===== src/rtl/decode_pkg.sv =====
// decode_pkg: shared opcodes, format codes and the decoded-record type for the decode stage
// Contents: RV32/RV64 base opcode constants, fmt_e format codes (R=0 .. NONE=6),
// decoded_t record carrying every out_* payload field. pc/imm are held at the widest
// supported XLEN and narrowed by the consumer.
package decode_pkg;
  localparam int XLEN_MAX = 64;
  localparam logic [6:0] OP_LUI    = 7'b0110111;
  localparam logic [6:0] OP_AUIPC  = 7'b0010111;
  localparam logic [6:0] OP_JAL    = 7'b1101111;
  localparam logic [6:0] OP_JALR   = 7'b1100111;
  localparam logic [6:0] OP_BRANCH = 7'b1100011;
  localparam logic [6:0] OP_LOAD   = 7'b0000011;
  localparam logic [6:0] OP_STORE  = 7'b0100011;
  localparam logic [6:0] OP_IMM    = 7'b0010011;
  localparam logic [6:0] OP_OP     = 7'b0110011;
  localparam logic [6:0] OP_FENCE  = 7'b0001111;
  localparam logic [6:0] OP_SYSTEM = 7'b1110011;
  typedef enum logic [2:0] {
    FMT_R    = 3'd0,
    FMT_I    = 3'd1,
    FMT_S    = 3'd2,
    FMT_B    = 3'd3,
    FMT_U    = 3'd4,
    FMT_J    = 3'd5,
    FMT_NONE = 3'd6
  } fmt_e;
  typedef struct packed {
    logic [XLEN_MAX-1:0] pc;
    logic [XLEN_MAX-1:0] imm;
    fmt_e                fmt;
    logic [6:0]          opcode;
    logic [2:0]          funct3;
    logic [6:0]          funct7;
    logic [4:0]          rd;
    logic [4:0]          rs1;
    logic [4:0]          rs2;
    logic                we;
    logic                re1;
    logic                re2;
    logic                illegal;
  } decoded_t;
endpackage


===== src/rtl/decode_stage_if.sv =====
// decode_stage_if: fetch-side and execute-side handshake bundle of the decode stage
// master: producer/consumer environment (drives flush, in_*, out_ready)
// slave:  decode_stage (drives in_ready, out_valid and the decoded payload)
interface decode_stage_if #(parameter int XLEN = 32);
  logic            flush;
  logic            in_valid;
  logic            in_ready;
  logic [31:0]     in_instr;
  logic [XLEN-1:0] in_pc;
  logic            out_valid;
  logic            out_ready;
  logic [XLEN-1:0] out_pc;
  logic [XLEN-1:0] out_imm;
  logic [2:0]      out_fmt;
  logic [6:0]      out_opcode;
  logic [2:0]      out_funct3;
  logic [6:0]      out_funct7;
  logic [4:0]      out_rd;
  logic [4:0]      out_rs1;
  logic [4:0]      out_rs2;
  logic            out_we;
  logic            out_re1;
  logic            out_re2;
  logic            out_illegal;
  modport master (
    output flush, in_valid, in_instr, in_pc, out_ready,
    input  in_ready, out_valid, out_pc, out_imm, out_fmt, out_opcode, out_funct3,
           out_funct7, out_rd, out_rs1, out_rs2, out_we, out_re1, out_re2, out_illegal
  );
  modport slave (
    input  flush, in_valid, in_instr, in_pc, out_ready,
    output in_ready, out_valid, out_pc, out_imm, out_fmt, out_opcode, out_funct3,
           out_funct7, out_rd, out_rs1, out_rs2, out_we, out_re1, out_re2, out_illegal
  );
endinterface


===== src/rtl/decode_comb.sv =====
// decode_comb: combinational RISC-V instruction word -> decoded_t record
// Ports: instr (32b instruction), pc (XLEN), dec (decoded record, pc zero-extended, imm sign-extended to 64b)
// Optional macro DECODE_ILLEGAL_CHECK_EN adds per-opcode funct3/funct7 legality checks;
// without it only the opcode and instr[1:0] are checked.
module decode_comb
  import decode_pkg::*;
#(
  parameter int XLEN           = 32,
  parameter bit RD_X0_SUPPRESS = 1
) (
  input  logic [31:0]     instr,
  input  logic [XLEN-1:0] pc,
  output decoded_t        dec
);
  logic [6:0]  op;
  logic [2:0]  f3;
  logic [6:0]  f7;
  logic        known;
  logic        bad;
  logic [63:0] imm_i, imm_s, imm_b, imm_u, imm_j;
  assign op    = instr[6:0];
  assign f3    = instr[14:12];
  assign f7    = instr[31:25];
  assign imm_i = {{52{instr[31]}}, instr[31:20]};
  assign imm_s = {{52{instr[31]}}, instr[31:25], instr[11:7]};
  assign imm_b = {{51{instr[31]}}, instr[31], instr[7], instr[30:25], instr[11:8], 1'b0};
  assign imm_u = {{32{instr[31]}}, instr[31:12], 12'b0};
  assign imm_j = {{43{instr[31]}}, instr[31], instr[19:12], instr[20], instr[30:21], 1'b0};
`ifdef DECODE_ILLEGAL_CHECK_EN
  localparam bit RV64 = (XLEN == 64);
  logic sh_bad;
  // RV64 shifts take a 6-bit shamt, so only instr[31:26] qualifies the shift kind
  assign sh_bad = RV64 ?
      (f3 == 3'b001 && instr[31:26] != 6'b0) ||
      (f3 == 3'b101 && instr[31:26] != 6'b0 && instr[31:26] != 6'b010000) :
      (f3 == 3'b001 && f7 != 7'b0) ||
      (f3 == 3'b101 && f7 != 7'b0 && f7 != 7'b0100000);
  assign bad = (op == OP_JALR && f3 != 3'b000) ||
               (op == OP_BRANCH && f3[2:1] == 2'b01) ||
               (op == OP_LOAD && (f3 == 3'b111 || (!RV64 && (f3 == 3'b011 || f3 == 3'b110)))) ||
               (op == OP_STORE && f3 > (RV64 ? 3'd3 : 3'd2)) ||
               (op == OP_IMM && sh_bad) ||
               (op == OP_OP && ((f7 != 7'b0 && f7 != 7'b0100000) ||
                                (f7 == 7'b0100000 && f3 != 3'b000 && f3 != 3'b101)));
`else
  assign bad = 1'b0;
`endif
  always_comb begin
    dec        = '0;
    known      = 1'b1;
    dec.pc     = 64'(pc);
    dec.opcode = op;
    dec.funct3 = f3;
    dec.funct7 = f7;
    dec.rd     = instr[11:7];
    dec.rs1    = instr[19:15];
    dec.rs2    = instr[24:20];
    case (op)
      OP_LUI, OP_AUIPC:        begin dec.fmt = FMT_U; dec.imm = imm_u; dec.we = 1'b1; end
      OP_JAL:                  begin dec.fmt = FMT_J; dec.imm = imm_j; dec.we = 1'b1; end
      OP_JALR, OP_LOAD, OP_IMM: begin dec.fmt = FMT_I; dec.imm = imm_i; dec.we = 1'b1; dec.re1 = 1'b1; end
      OP_BRANCH:               begin dec.fmt = FMT_B; dec.imm = imm_b; dec.re1 = 1'b1; dec.re2 = 1'b1; end
      OP_STORE:                begin dec.fmt = FMT_S; dec.imm = imm_s; dec.re1 = 1'b1; dec.re2 = 1'b1; end
      OP_OP:                   begin dec.fmt = FMT_R; dec.we = 1'b1; dec.re1 = 1'b1; dec.re2 = 1'b1; end
      OP_FENCE, OP_SYSTEM:     dec.fmt = FMT_NONE;
      default:                 begin dec.fmt = FMT_NONE; known = 1'b0; end
    endcase
    dec.illegal = !known || instr[1:0] != 2'b11 || bad;
    if (dec.illegal) begin
      dec.fmt = FMT_NONE;
      dec.imm = '0;
      dec.we  = 1'b0;
      dec.re1 = 1'b0;
      dec.re2 = 1'b0;
    end
    if (RD_X0_SUPPRESS && dec.rd == 5'd0) dec.we = 1'b0;
  end
endmodule


===== src/rtl/decode_stage.sv =====
// decode_stage: registered RISC-V decode stage with two-entry skid buffer and flush
// Ports: clk, rst (sync, active-high), bus (decode_stage_if.slave: flush, in_* handshake,
// out_* handshake and decoded payload). Optional macro DECODE_ILLEGAL_CHECK_EN enables
// full field legality checking inside decode_comb.
module decode_stage
  import decode_pkg::*;
#(
  parameter int XLEN           = 32,
  parameter bit RD_X0_SUPPRESS = 1
) (
  input logic           clk,
  input logic           rst,
  decode_stage_if.slave bus
);
  typedef enum logic [1:0] {EMPTY, BUSY, FULL} state_e;
  state_e   state;
  decoded_t dec, m, s;
  logic     in_ready_q;
  logic     acc, drn;
  decode_comb #(.XLEN(XLEN), .RD_X0_SUPPRESS(RD_X0_SUPPRESS)) u_comb (
    .instr(bus.in_instr),
    .pc   (bus.in_pc),
    .dec  (dec)
  );
  // flush refuses the input beat even though in_ready may still read 1
  assign acc = bus.in_valid && in_ready_q && !bus.flush;
  assign drn = state != EMPTY && bus.out_ready;
  // m is the presented entry, s the skid entry that only fills while m is stalled
  always_ff @(posedge clk)
    if (rst || bus.flush) begin
      state      <= EMPTY;
      in_ready_q <= 1'b1;
      m          <= '0;
      s          <= '0;
    end else
      case (state)
        EMPTY: if (acc) begin m <= dec; state <= BUSY; end
        BUSY:
          if (acc && !drn) begin s <= dec; state <= FULL; in_ready_q <= 1'b0; end
          else if (acc) m <= dec;
          else if (drn) state <= EMPTY;
        FULL: if (drn) begin m <= s; state <= BUSY; in_ready_q <= 1'b1; end
        default: state <= EMPTY;
      endcase
  assign bus.in_ready    = in_ready_q;
  assign bus.out_valid   = state != EMPTY;
  assign bus.out_pc      = XLEN'(m.pc);
  assign bus.out_imm     = XLEN'(m.imm);
  assign bus.out_fmt     = m.fmt;
  assign bus.out_opcode  = m.opcode;
  assign bus.out_funct3  = m.funct3;
  assign bus.out_funct7  = m.funct7;
  assign bus.out_rd      = m.rd;
  assign bus.out_rs1     = m.rs1;
  assign bus.out_rs2     = m.rs2;
  assign bus.out_we      = m.we;
  assign bus.out_re1     = m.re1;
  assign bus.out_re2     = m.re2;
  assign bus.out_illegal = m.illegal;
endmodule


===== src/flat_wrapper.sv =====
// flat-port wrapper written by rule: the top's interface ports become plain ports
module decode_stage_flat import decode_pkg::*;
#(
  parameter int XLEN           = 32,
  parameter bit RD_X0_SUPPRESS = 1
)
  (clk, rst, bus_flush, bus_in_valid, bus_in_instr, bus_in_pc, bus_out_ready, bus_in_ready, bus_out_valid, bus_out_pc, bus_out_imm, bus_out_fmt, bus_out_opcode, bus_out_funct3, bus_out_funct7, bus_out_rd, bus_out_rs1, bus_out_rs2, bus_out_we, bus_out_re1, bus_out_re2, bus_out_illegal);
  decode_stage_if #(.XLEN(XLEN)) bus_i ();
  input logic clk;
  input logic rst;
  input wire logic [$bits(bus_i.flush)-1:0] bus_flush;
  input wire logic [$bits(bus_i.in_valid)-1:0] bus_in_valid;
  input wire logic [$bits(bus_i.in_instr)-1:0] bus_in_instr;
  input wire logic [$bits(bus_i.in_pc)-1:0] bus_in_pc;
  input wire logic [$bits(bus_i.out_ready)-1:0] bus_out_ready;
  output wire logic [$bits(bus_i.in_ready)-1:0] bus_in_ready;
  output wire logic [$bits(bus_i.out_valid)-1:0] bus_out_valid;
  output wire logic [$bits(bus_i.out_pc)-1:0] bus_out_pc;
  output wire logic [$bits(bus_i.out_imm)-1:0] bus_out_imm;
  output wire logic [$bits(bus_i.out_fmt)-1:0] bus_out_fmt;
  output wire logic [$bits(bus_i.out_opcode)-1:0] bus_out_opcode;
  output wire logic [$bits(bus_i.out_funct3)-1:0] bus_out_funct3;
  output wire logic [$bits(bus_i.out_funct7)-1:0] bus_out_funct7;
  output wire logic [$bits(bus_i.out_rd)-1:0] bus_out_rd;
  output wire logic [$bits(bus_i.out_rs1)-1:0] bus_out_rs1;
  output wire logic [$bits(bus_i.out_rs2)-1:0] bus_out_rs2;
  output wire logic [$bits(bus_i.out_we)-1:0] bus_out_we;
  output wire logic [$bits(bus_i.out_re1)-1:0] bus_out_re1;
  output wire logic [$bits(bus_i.out_re2)-1:0] bus_out_re2;
  output wire logic [$bits(bus_i.out_illegal)-1:0] bus_out_illegal;
  assign bus_i.flush = bus_flush;
  assign bus_i.in_valid = bus_in_valid;
  assign bus_i.in_instr = bus_in_instr;
  assign bus_i.in_pc = bus_in_pc;
  assign bus_i.out_ready = bus_out_ready;
  assign bus_in_ready = bus_i.in_ready;
  assign bus_out_valid = bus_i.out_valid;
  assign bus_out_pc = bus_i.out_pc;
  assign bus_out_imm = bus_i.out_imm;
  assign bus_out_fmt = bus_i.out_fmt;
  assign bus_out_opcode = bus_i.out_opcode;
  assign bus_out_funct3 = bus_i.out_funct3;
  assign bus_out_funct7 = bus_i.out_funct7;
  assign bus_out_rd = bus_i.out_rd;
  assign bus_out_rs1 = bus_i.out_rs1;
  assign bus_out_rs2 = bus_i.out_rs2;
  assign bus_out_we = bus_i.out_we;
  assign bus_out_re1 = bus_i.out_re1;
  assign bus_out_re2 = bus_i.out_re2;
  assign bus_out_illegal = bus_i.out_illegal;
  decode_stage #(.XLEN(XLEN), .RD_X0_SUPPRESS(RD_X0_SUPPRESS)) u_core (.clk(clk), .rst(rst), .bus(bus_i));
endmodule

===== config.mk =====
export PLATFORM = sky130hd
export DESIGN_NAME = decode_stage_flat
export DESIGN_NICKNAME = d
export VERILOG_FILES = /design/src/rtl/decode_pkg.sv /design/src/rtl/decode_stage_if.sv /design/src/rtl/decode_comb.sv /design/src/rtl/decode_stage.sv /design/src/flat_wrapper.sv
export SDC_FILE = /design/constraint.sdc
export NUM_CORES = 1
export LEC_CHECK = 0
export CAP_MARGIN = 25
export CORE_MARGIN = 2
export CORE_UTILIZATION = 55
export CTS_CLUSTER_DIAMETER = 50
export CTS_CLUSTER_SIZE = 8
export DETAILED_ROUTE_END_ITERATION = 8
export PLACE_DENSITY = 0.94
export SYNTH_ARGS = -nofsm -noshare
export SYNTH_HDL_FRONTEND = slang
export SYNTH_SLANG_ARGS = --single-unit

===== constraint.sdc =====
create_clock -name clk -period 3.25 [get_ports clk]
set_input_delay 0.8125 -clock clk [delete_from_list [all_inputs] [get_ports clk]]
set_output_delay 0.8125 -clock clk [all_outputs]
set_load 0.02 [all_outputs]

==> results_tabular.tex <==
\begin{tabular}{lr}
\hline
Metric & Value \\
\hline
\multicolumn{2}{l}{\textbf{Outcome}} \\
\quad Status & finished, final reports clean \\
\multicolumn{2}{l}{\textbf{Timing}} \\
\quad Slew Viols, Final & 0 \\
\quad Final-layout setup total negative slack & 0 ns \\
\quad Final hold vios & 0 \\
\quad Achievable frequency & 375 MHz \\
\quad Setup violations, final & 0 \\
\quad Shortest clock period the worst path allows after layout & 2.67 ns \\
\quad Post-Route Skew & 0.00620 ns \\
\quad Fraction of the cycle the final worst path needs & 0.821 \\
\quad Slew at the pin closest to its max-slew limit & 0.954 ns \\
\quad Unrepaired setup endpoints after global routing & no \\
\quad Worst slew margin relative to its limit & 0.364 \\
\multicolumn{2}{l}{\textbf{Worst setup path}} \\
\quad Crit path launch type & input port \\
\quad Startpoint of the most critical register-to-register path & u\_core.state[1] \\
\quad Maximum fanout along the worst path & 78 \\
\quad Chain of cells forming the critical path & clkdlybuf4s50\_1, and4bb\_1, nand2b\_2, buf\_4, a21oi\_2, a22oi\_1, nor2\_1 \\
\quad Depth of the most critical reg-to-reg path & 6 \\
\quad Critical Path End Type & flop \\
\quad Cell at the slowest stage of the critical path & sky130\_fd\_sc\_hd\_\_buf\_4 \\
\quad Kind of cell adding the most delay to the critical path & buffers and inverters \\
\quad Type of the worst setup path & in -> reg \\
\quad Buffering stage count on the worst path with inverters included & 2 \\
\quad Crit path DAT & 3.04 ns \\
\quad CP max stage delay & 0.66 ns \\
\quad Reg2Reg Capture Point & u\_core.s[45] \\
\quad Data required, critical path & 3.63 ns \\
\quad Setup slack of the worst register-to-register path & 0.96 ns \\
\multicolumn{2}{l}{\textbf{Logic synthesis}} \\
\quad Net count after synthesis & 1,138 \\
\quad Primary flip-flop cell chosen by synthesis mapping & sky130\_fd\_sc\_hd\_\_dfxtp\_1 \\
\quad Netlist cell types & 48 \\
\quad Mean area per synthesized cell & 7.97 sq um \\
\quad Yosys synthesis warning count & 0 \\
\quad Yosys top cell area share & 0.491 \\
\quad Share of synthesized area occupied by flip-flops and latches & 0.491 \\
\quad Cell area after technology mapping & 0.00852 sq mm \\
\quad Area leader, netlist & sky130\_fd\_sc\_hd\_\_dfxtp\_1 \\
\quad Number of flops mapped to enable cells by yosys & 0 \\
\quad Yosys reg bits & 209 \\
\quad Post-synth ARST share & 0 \\
\quad Syn Inst Count & 1,069 \\
\quad Synth area leaders & sky130\_fd\_sc\_hd\_\_dfxtp\_1, sky130\_fd\_sc\_hd\_\_nand2\_1, sky130\_fd\_sc\_hd\_\_a21oi\_1 \\
\multicolumn{2}{l}{\textbf{CTS}} \\
\quad Insertion delay of the later-clocked pin in the worst-skew pair & 0.52 ns \\
\quad Number of sinks on the clock net & 209 \\
\quad Master cell of the clock root buffer & sky130\_fd\_sc\_hd\_\_clkbuf\_16 \\
\quad Number of gates given a new drive strength after cts & 0 \\
\quad Post-CTS Setup Inserts & 0 \\
\quad H-tree depth reported by CTS & 1 \\
\quad CTS tree & yes \\
\quad Hold bufs inserted after CTS & 0 \\
\quad Buffer depth of the longest clock path & 3 \\
\quad CTS Buf Count & 30 \\
\quad CTS clk-pin slew, worst paths & 0.05 ns \\
\multicolumn{2}{l}{\textbf{Die}} \\
\quad Standard cell core area & 0.0151 sq mm \\
\quad DIE WIDTH & 128 um \\
\quad Die area & 0.0165 sq mm \\
\quad Initial Util & 0.562 \\
\quad Standard-cell rows & 45 \\
\quad Number of I/O pins & 174 \\
\quad Die height & 128 um \\
\multicolumn{2}{l}{\textbf{Route}} \\
\quad Via-to-Cell Ratio & 6.13 \\
\quad Remaining DRCs & 0 \\
\quad Iteration count of the initial detailed-routing pass & 6 \\
\quad Starting DRC count in detailed routing & 883 \\
\quad Total via count in the routed design & 8,511 \\
\quad Number of nets with antenna violations after routing & 0 \\
\quad Routed Wire Length & 25,200 um \\
\quad Average detailed-routed wire length per instance & 18.2 um \\
\multicolumn{2}{l}{\textbf{Layout}} \\
\quad Antenna cell count & 0 \\
\quad Ratio of cells with drive above 1 in the final layout & 0.0691 \\
\quad Area growth from synthesis to layout & 31.1\% \\
\quad Leading cell types in the layout, fill and taps excluded & sky130\_fd\_sc\_hd\_\_nand2\_1, sky130\_fd\_sc\_hd\_\_dfxtp\_1, sky130\_fd\_sc\_hd\_\_clkdlybuf4s50\_1, sky130\_fd\_sc\_hd\_\_a21oi\_1, sky130\_fd\_sc\_hd\_\_nor2\_1 \\
\quad Final core area utilization & 0.737 \\
\quad Final \#Nets & 1,269 \\
\quad Commonest non-fill, non-tap cell in the layout & sky130\_fd\_sc\_hd\_\_nand2\_1 \\
\multicolumn{2}{l}{\textbf{Pwr}} \\
\quad Highest ir drop seen on vdd & 0.358 mV \\
\quad Power Total & 0.00584 W \\
\quad Cell area power density & 523 mW/mm\^{}2 \\
\quad Leakage power figure & 3.83 nW \\
\multicolumn{2}{l}{\textbf{GRT}} \\
\quad First-pass GRT wire length & 39,800 um \\
\quad Initial antenna violation count & 0 \\
\quad Aggregate global routing overflow & 0 \\
\quad Via count of the first global-routing pass & 7,982 \\
\quad Maximum number of pins on one net before global-route repair & 137 \\
\quad Overall global routing resource usage & 0.295 \\
\multicolumn{2}{l}{\textbf{Worst hold path}} \\
\quad Hold Path Sink & u\_core.s[21] \\
\quad Launch instance of the worst min-delay path & u\_core.s[21] \\
\quad Number of stages on the worst hold path & 2 \\
\quad Type of the worst min-delay path & reg -> reg \\
\multicolumn{2}{l}{\textbf{Place}} \\
\quad Final HPWL DP & 15,700 um \\
\quad I/O Buffers & 173 \\
\quad GPL Wtd Cong & 0.930 \\
\multicolumn{2}{l}{\textbf{Run}} \\
\quad Max-cap violations & 0 \\
\hline
\end{tabular}
## metal layers
layer | GRT usage | up-vias | share of wire
met4 | 0.116 | 0 | 0.034
met5 | 0 | - | 0
met2 | 0.494 | 484 | 0.47
li1 | - | 3963 | -
met1 | 0.389 | 3982 | 0.41
met3 | 0.0395 | 82 | 0.087
## flip-flops by register name, indices dropped and copies added, names as in the netlist
signal / cells
u_core.s: 103
u_core.bus.out_pc: 32
u_core.bus.out_imm: 31
u_core.bus.out_funct7: 7
u_core.bus.out_opcode: 7
u_core.bus.out_rd: 5
u_core.bus.out_rs1: 5
u_core.bus.out_rs2: 5
u_core.bus.out_fmt: 3
u_core.bus.out_funct3: 3
u_core.state: 2
u_core.bus.in_ready: 1
u_core.bus.out_illegal: 1
u_core.bus.out_re1: 1
u_core.bus.out_re2: 1
u_core.bus.out_we: 1
u_core.m: 1
## cells by family (layout without fill, tap and decap cells)
group / Yosys count / count (layout) / synth area share
simple gates: 455 / 455 / 0.217
buf+inv: 102 / 234 / 0.0538
flops: 209 / 209 / 0.491
compound gates: 303 / 303 / 0.238
## worst max-delay path by stage
stage / slack, ns / depth (start not counted) / from / endpoint
3_3_place_gp: 0.26 / 7 / bus_flush / u_core.s[44]
6_report: 0.58 / 7 / bus_flush / u_core.s[45]
3_5_place_dp: 0.19 / 7 / bus_flush / u_core.s[45]
5_1_grt: 0.48 / 7 / bus_flush / u_core.s[45]
2_1_floorplan: 1.04 / 7 / bus_in_instr[2] / u_core.bus.out_imm[26]
4_1_cts: 0.59 / 7 / bus_flush / u_core.s[45]
## worst register-to-register path, cell delays in order, from the launching register on
cell                       delay [ns]
sky130_fd_sc_hd__dfxtp_1         0.45
sky130_fd_sc_hd__and4bb_1        0.36
sky130_fd_sc_hd__nand2b_2        0.15
sky130_fd_sc_hd__buf_4           0.67
sky130_fd_sc_hd__a21oi_2         0.20
sky130_fd_sc_hd__a22oi_1         0.23
sky130_fd_sc_hd__nor2_1          0.09
## area by class of cell
type / instances / area, sq um
inverter: 3 / 11.3
clock inverter: 1 / 8.76
timing repair buffer: 198 / 2030
fill: 1080 / 3980
clock buffer: 32 / 779
multi-input combinational: 758 / 3910
tap: 188 / 235
sequential: 209 / 4180
## cell usage after synthesis (5+ instances only)
master and n:
sky130_fd_sc_hd__a221oi_1 8, sky130_fd_sc_hd__a21oi_1 117, sky130_fd_sc_hd__clkbuf_1 56, sky130_fd_sc_hd__dfxtp_1 209, sky130_fd_sc_hd__nand2b_1 5, sky130_fd_sc_hd__nor3_1 7, sky130_fd_sc_hd__nand3_1 33, sky130_fd_sc_hd__a22oi_1 12
sky130_fd_sc_hd__nand2_1 296, sky130_fd_sc_hd__o21ai_0 54, sky130_fd_sc_hd__a221oi_2 10, sky130_fd_sc_hd__a311oi_1 64, sky130_fd_sc_hd__buf_2 33, sky130_fd_sc_hd__nor2b_1 5, sky130_fd_sc_hd__buf_4 7, sky130_fd_sc_hd__o211ai_1 15
sky130_fd_sc_hd__nor2_1 93
## report_power, final
group / internal, W / switching [W] / total, W
Clock: 0.00165 / 0.00102 / 0.00268
Sequential: 0.00261 / 0.0000240 / 0.00263
Combinational: 0.000225 / 0.000306 / 0.000531
## through the flow
step           hold WS [ns]  cell area [sq um]  setup slack (ns)  cells
2_1_floorplan         0.437               8520              1.04   1069
3_3_place_gp          0.442              10400             0.255   1356
3_5_place_dp          0.447              10400             0.186   1356
4_1_cts               0.453              11200             0.593   1389
5_1_grt               0.470              11200             0.477   1389
6_report              0.454              11200             0.582   1389
Power figures use the tool's default switching activity.
